File: src/rtl/me_result_stage.sv
// me_result_stage: memory-stage result select with multi-cycle loads, byte extraction and forwarding.
// Optional load timeout is enabled by defining ME_LOAD_TIMEOUT_EN.
module me_result_stage #(
    parameter int DATA_W       = 16,
    parameter int REG_AW       = 3,
    parameter int BSEL_W       = 1,
    parameter int LOAD_TIMEOUT = 15
) (
    input  logic              clk,
    input  logic              rst,
    input  logic              ex_valid,
    input  logic [DATA_W-1:0] ex_result,
    input  logic [REG_AW-1:0] ex_dest,
    input  logic              ex_wen,
    input  logic [1:0]        ex_mem_ctl,
    input  logic              ex_byte,
    input  logic [BSEL_W-1:0] ex_bsel,
    input  logic              ex_signed,
    input  logic [DATA_W-1:0] mem_rdata,
    input  logic              mem_rvalid,
    output logic              me_stall,
    output logic              wb_valid,
    output logic [DATA_W-1:0] wb_result,
    output logic [REG_AW-1:0] wb_dest,
    output logic              wb_wen,
    output logic              fwd_pending,
    output logic [REG_AW-1:0] fwd_dest,
    output logic              me_err
);
    typedef enum logic {IDLE, WAIT_LOAD} state_t;

    state_t            state, state_next;
    logic [REG_AW-1:0] ld_dest;
    logic              ld_wen, ld_byte, ld_signed;
    logic [BSEL_W-1:0] ld_bsel;
    logic [7:0]        lane;
    logic [DATA_W-1:0] ld_data;
    logic              accept_load, load_done, timeout;

    if (DATA_W < 16 || DATA_W % 8 != 0 || (1 << BSEL_W) != DATA_W / 8) begin : g_bad_width
        $error("me_result_stage: DATA_W/BSEL_W inconsistent");
    end
    if (LOAD_TIMEOUT < 1 || LOAD_TIMEOUT > 255) begin : g_bad_timeout
        $error("me_result_stage: LOAD_TIMEOUT out of range");
    end

    assign accept_load = state == IDLE && ex_valid && ex_mem_ctl == 2'b10;
    assign load_done   = state == WAIT_LOAD && (mem_rvalid || timeout);
    assign lane        = mem_rdata[{ld_bsel, 3'b000} +: 8];
    assign ld_data     = ld_byte ? {{(DATA_W-8){ld_signed & lane[7]}}, lane} : mem_rdata;
    assign me_stall    = state == WAIT_LOAD && !mem_rvalid;
    assign fwd_pending = state == WAIT_LOAD;
    assign fwd_dest    = fwd_pending ? ld_dest : wb_dest;

`ifdef ME_LOAD_TIMEOUT_EN
    localparam logic [7:0] TO_LIM = 8'(LOAD_TIMEOUT - 1);
    logic [7:0] cnt;
    // The limit is hit on the wait edge that would bring cnt up to LOAD_TIMEOUT.
    assign timeout = me_stall && cnt == TO_LIM;
    always_ff @(negedge clk or posedge rst) begin
        if (rst) begin
            cnt    <= '0;
            me_err <= 1'b0;
        end else begin
            cnt    <= accept_load ? 8'd0 : me_stall ? cnt + 8'd1 : cnt;
            me_err <= timeout;
        end
    end
`else
    assign timeout = 1'b0;
    assign me_err  = 1'b0;
`endif

    always_ff @(negedge clk or posedge rst) begin
        if (rst) state <= IDLE;
        else     state <= state_next;
    end

    always_comb begin
        state_next = state;
        state_next = state == IDLE ? (accept_load ? WAIT_LOAD : IDLE) : (load_done ? IDLE : WAIT_LOAD);
    end

    always_ff @(negedge clk or posedge rst) begin
        if (rst) begin
            wb_valid  <= 1'b0;
            wb_result <= '0;
            wb_dest   <= '0;
            wb_wen    <= 1'b0;
            ld_dest   <= '0;
            ld_wen    <= 1'b0;
            ld_byte   <= 1'b0;
            ld_bsel   <= '0;
            ld_signed <= 1'b0;
        end else begin
            wb_valid <= 1'b0;
            if (accept_load) begin
                ld_dest   <= ex_dest;
                ld_wen    <= ex_wen;
                ld_byte   <= ex_byte;
                ld_bsel   <= ex_bsel;
                ld_signed <= ex_signed;
            end else if (state == IDLE && ex_valid) begin
                wb_valid  <= 1'b1;
                wb_result <= ex_result;
                wb_dest   <= ex_dest;
                wb_wen    <= ex_wen;
            end else if (load_done) begin
                // Arriving data takes priority over a timeout on the same edge.
                wb_valid  <= 1'b1;
                wb_result <= mem_rvalid ? ld_data : '0;
                wb_dest   <= ld_dest;
                wb_wen    <= ld_wen & mem_rvalid;
            end
        end
    end
endmodule

File: config.mk
export PLATFORM = sky130hd
export DESIGN_NAME = me_result_stage
export DESIGN_NICKNAME = d
export VERILOG_FILES = /design/src/rtl/me_result_stage.sv
export SDC_FILE = /design/constraint.sdc
export NUM_CORES = 1
export LEC_CHECK = 0
export CORE_MARGIN = 3
export CORE_UTILIZATION = 41
export CTS_BUF_LIST = sky130_fd_sc_hd__clkbuf_8
export DETAILED_ROUTE_END_ITERATION = 7
export PLACE_DENSITY = 0.91
export SLEW_MARGIN = 20
export SYNTH_ARGS = -nofsm -noshare
export SYNTH_HDL_FRONTEND = slang
export SYNTH_SLANG_ARGS = --single-unit
File: constraint.sdc
create_clock -name clk -period 2.15 [get_ports clk]
set_clock_uncertainty 0.15 [all_clocks]
set_input_delay 0.3225 -clock clk [delete_from_list [all_inputs] [get_ports clk]]
set_output_delay 0.3225 -clock clk [all_outputs]
set_load 0.005 [all_outputs]
==> run metrics <==
element type at the critical path start=flop; #FFs+latches synth=29; total CTS buffers=5; Final WS setup=-0.720 ns; crit path capture type=primary output; antenna violations before repair=0; Post-Synthesis Cells=143; syn_nets=188; CORE AREA=3200 µm²; DP HPWL=around 3200 µm; Critical Path Start=fwd_pending; met3 wire length=between 600 and 700 µm; Ports=72; drt total wl=about 7600 µm; Synth cell types=29; top layer reached by signal wires=met4; pin count of the biggest net entering global routing=30; num rows=20; Via density=5.89; HP Start=ld_wen; Crit Path Class=reg2out; Cell Pwr Density=790 nW/µm²; most frequent cells in the layout=40 x buf_4, 29 x dfrtn_1, 24 x clkdlybuf4s50_1, 23 x buf_2, 18 x nor2_4; Post-Route M1 WL=2560 µm; drt first-iter violations=between 100 and 150; clock-pin slew on the worst setup and hold paths=approximately 0.040 ns; worst hold path class=reg2reg; final cell count without fillers=roughly 300; VDD IR max=about 640 µV; Clock Sink Count=29; synthesized area=1450 µm²; Seq/Total Area, Yosys=0.501; die span in y=between 60 and 70 µm; Leak Pwr=between 1 and 1.5 nW; nets=just over 300; Pwr Total=around 2.4 mW; clock buffer depth=2; grt ovf=0; Worst Path Arrival=2.40 ns; max cap viols=0; Initial Utilization=0.452; Area Growth Syn to Fin=107%; Final Max Tran Viols=0; commonest non-fill, non-tap cell in the layout=buf_4; Reg-to-Reg Start=fwd_pending; fillers=106; first-pass GRT wire length=about 10000 µm; CTS H-tree lvls=2; total track usage=0.319; RePlAce Congestion=0.804; setup_tns=-12.66 ns; Util after Layout=0.936; failing checks=negative setup slack; Hold Vio Cnt, Final=0; CTS tree=yes; worst hold slack=0.356 ns; largest fanout on the critical path=3; Avg WL per Cell=between 20 and 25 µm; Root Buffer=clkbuf_8; Die X=about 65 µm; worst path required time=1.68 ns; DR WL met2=3900 µm; status=finished, violations left; placed cells=around 270; unrepaired setup endpoints after global routing=yes; Post-Syn Area per Cell=approximately 10 µm²; area occupied by multi-input gates=1030 µm²; # DRC=0; share of post-route cells with drive strength above 1=0.602; flip-flop and latch area=726 µm²; YS warnings=0; PortBufs=70; antenna-violating nets left=0; Setup violations, final=53; first drt pass iteration count=4; Vias=around 1,800; Clk Latency, worst-skew pair=0.29 ns; vias in the first global route=~1,900; die area=roughly 4300 µm²
-- final cells by class --
| cell class | count | share of cell area |
|---|---|---|
| Antenna cell | 1 | 0.000835 |
| Multi-Input combinational cell | 105 | 0.345 |
| Tap cell | 44 | 0.0184 |
| Clock buffer | 6 | 0.0276 |
| Sequential cell | 29 | 0.242 |
| Timing Repair Buffer | 121 | 0.362 |
| Inverter | 2 | 0.00251 |
| Clock inverter | 1 | 0.00125 |
-- metal layers --
layer,vias to the layer above,global-route usage
met2,140,0.589
met5,-,0
li1,755,-
met1,881,0.339
met3,45,0.0855
met4,0,0.132
-- worst paths after layout --
check / to / slack, ns / cells past startpoint
worst max-delay path: fwd_dest[2] / -0.72 / 3
worst min-delay path: ld_wen / 0.36 / 1
worst max register to register: ld_byte / 0.02 / 7
worst min register to register: ld_wen / 0.36 / 1
max in group asynchronous: wb_dest[1] / 0.45 / 3
min in group asynchronous: wb_result[5] / 1.20 / 3
-- worst max-delay path, stage by stage, from the launching register on --
cell and delay, ns:
dfrtn_1 0.48, buf_6 0.13, mux2_4 0.30, buf_6 0.12
-- cells by family after synthesis --
logic type | after synthesis | share of synthesized area
AOI/OAI and AO/OA | 48 | 0.210
buffers and inverters | 9 | 0.0294
DFF | 29 | 0.501
muxes | 17 | 0.126
other | 1 | 0.00259
and+or+nand+nor | 39 | 0.131
-- power by group --
part / switching (mW) / internal, mW / leakage [nW] / total, mW
Clock: 0.206 / 0.249 / 0.0485 / 0.455
Combinational: 0.522 / 0.622 / 0.985 / 1.14
Sequential: 0.0939 / 0.676 / 0.336 / 0.770
Total: 0.822 / 1.55 / 1.37 / 2.37
-- sequential cells by signal, indices dropped and copies added, names as in the netlist --
name         count
wb_dest          3
wb_valid         1
fwd_pending      1
ld_byte          1
wb_result       16
ld_dest          3
wb_wen           1
ld_wen           1
ld_bsel          1
ld_signed        1
-- cell usage after synthesis --
cell type	instances	area [µm²]
a2bb2oi_1	7	61.3
a22o_1	1	8.76
nor2b_1	1	6.26
nand2b_2	1	8.76
nand2b_1	1	6.26
inv_1	2	7.51
o21ai_1	9	45.0
o21ai_0	8	40.0
a31oi_1	4	25.0
a2111oi_4	1	27.5
mux2_1	7	78.8
nand2_1	11	41.3
o311ai_1	1	8.76
or2_1	1	6.26
mux2_2	3	33.8
dfrtn_1	29	726
clkbuf_1	2	7.51
nand2_2	1	6.26
nor2b_4	1	13.8
and3b_4	1	12.5
o21a_1	1	7.51
buf_2	4	20.0
nand3_1	1	5.00
mux2i_1	7	70.1
conb_1	1	3.75
nor2_4	1	11.3
a21oi_1	16	80.1
nor2_1	19	71.3
buf_4	1	7.51
-- metrics by stage --
step                instance area [µm²]  setup slack (ns)
floorplan                          1510            -0.254
global placement                   2400            -0.783
detailed placement                 2400            -0.874
CTS                                2840            -0.679
global route                       2990            -0.741
finish                             3000            -0.720
-- timing repair --
action,in CTS,in global routing
endpoints found under the setup margin,55,54
cloned,3,0
endpoints found under the hold margin,0,0
buffers inserted,19,9
resized for setup,201,33
pin swaps,18,10
hold buffers,0,0
(Power assumes the default switching activity.)
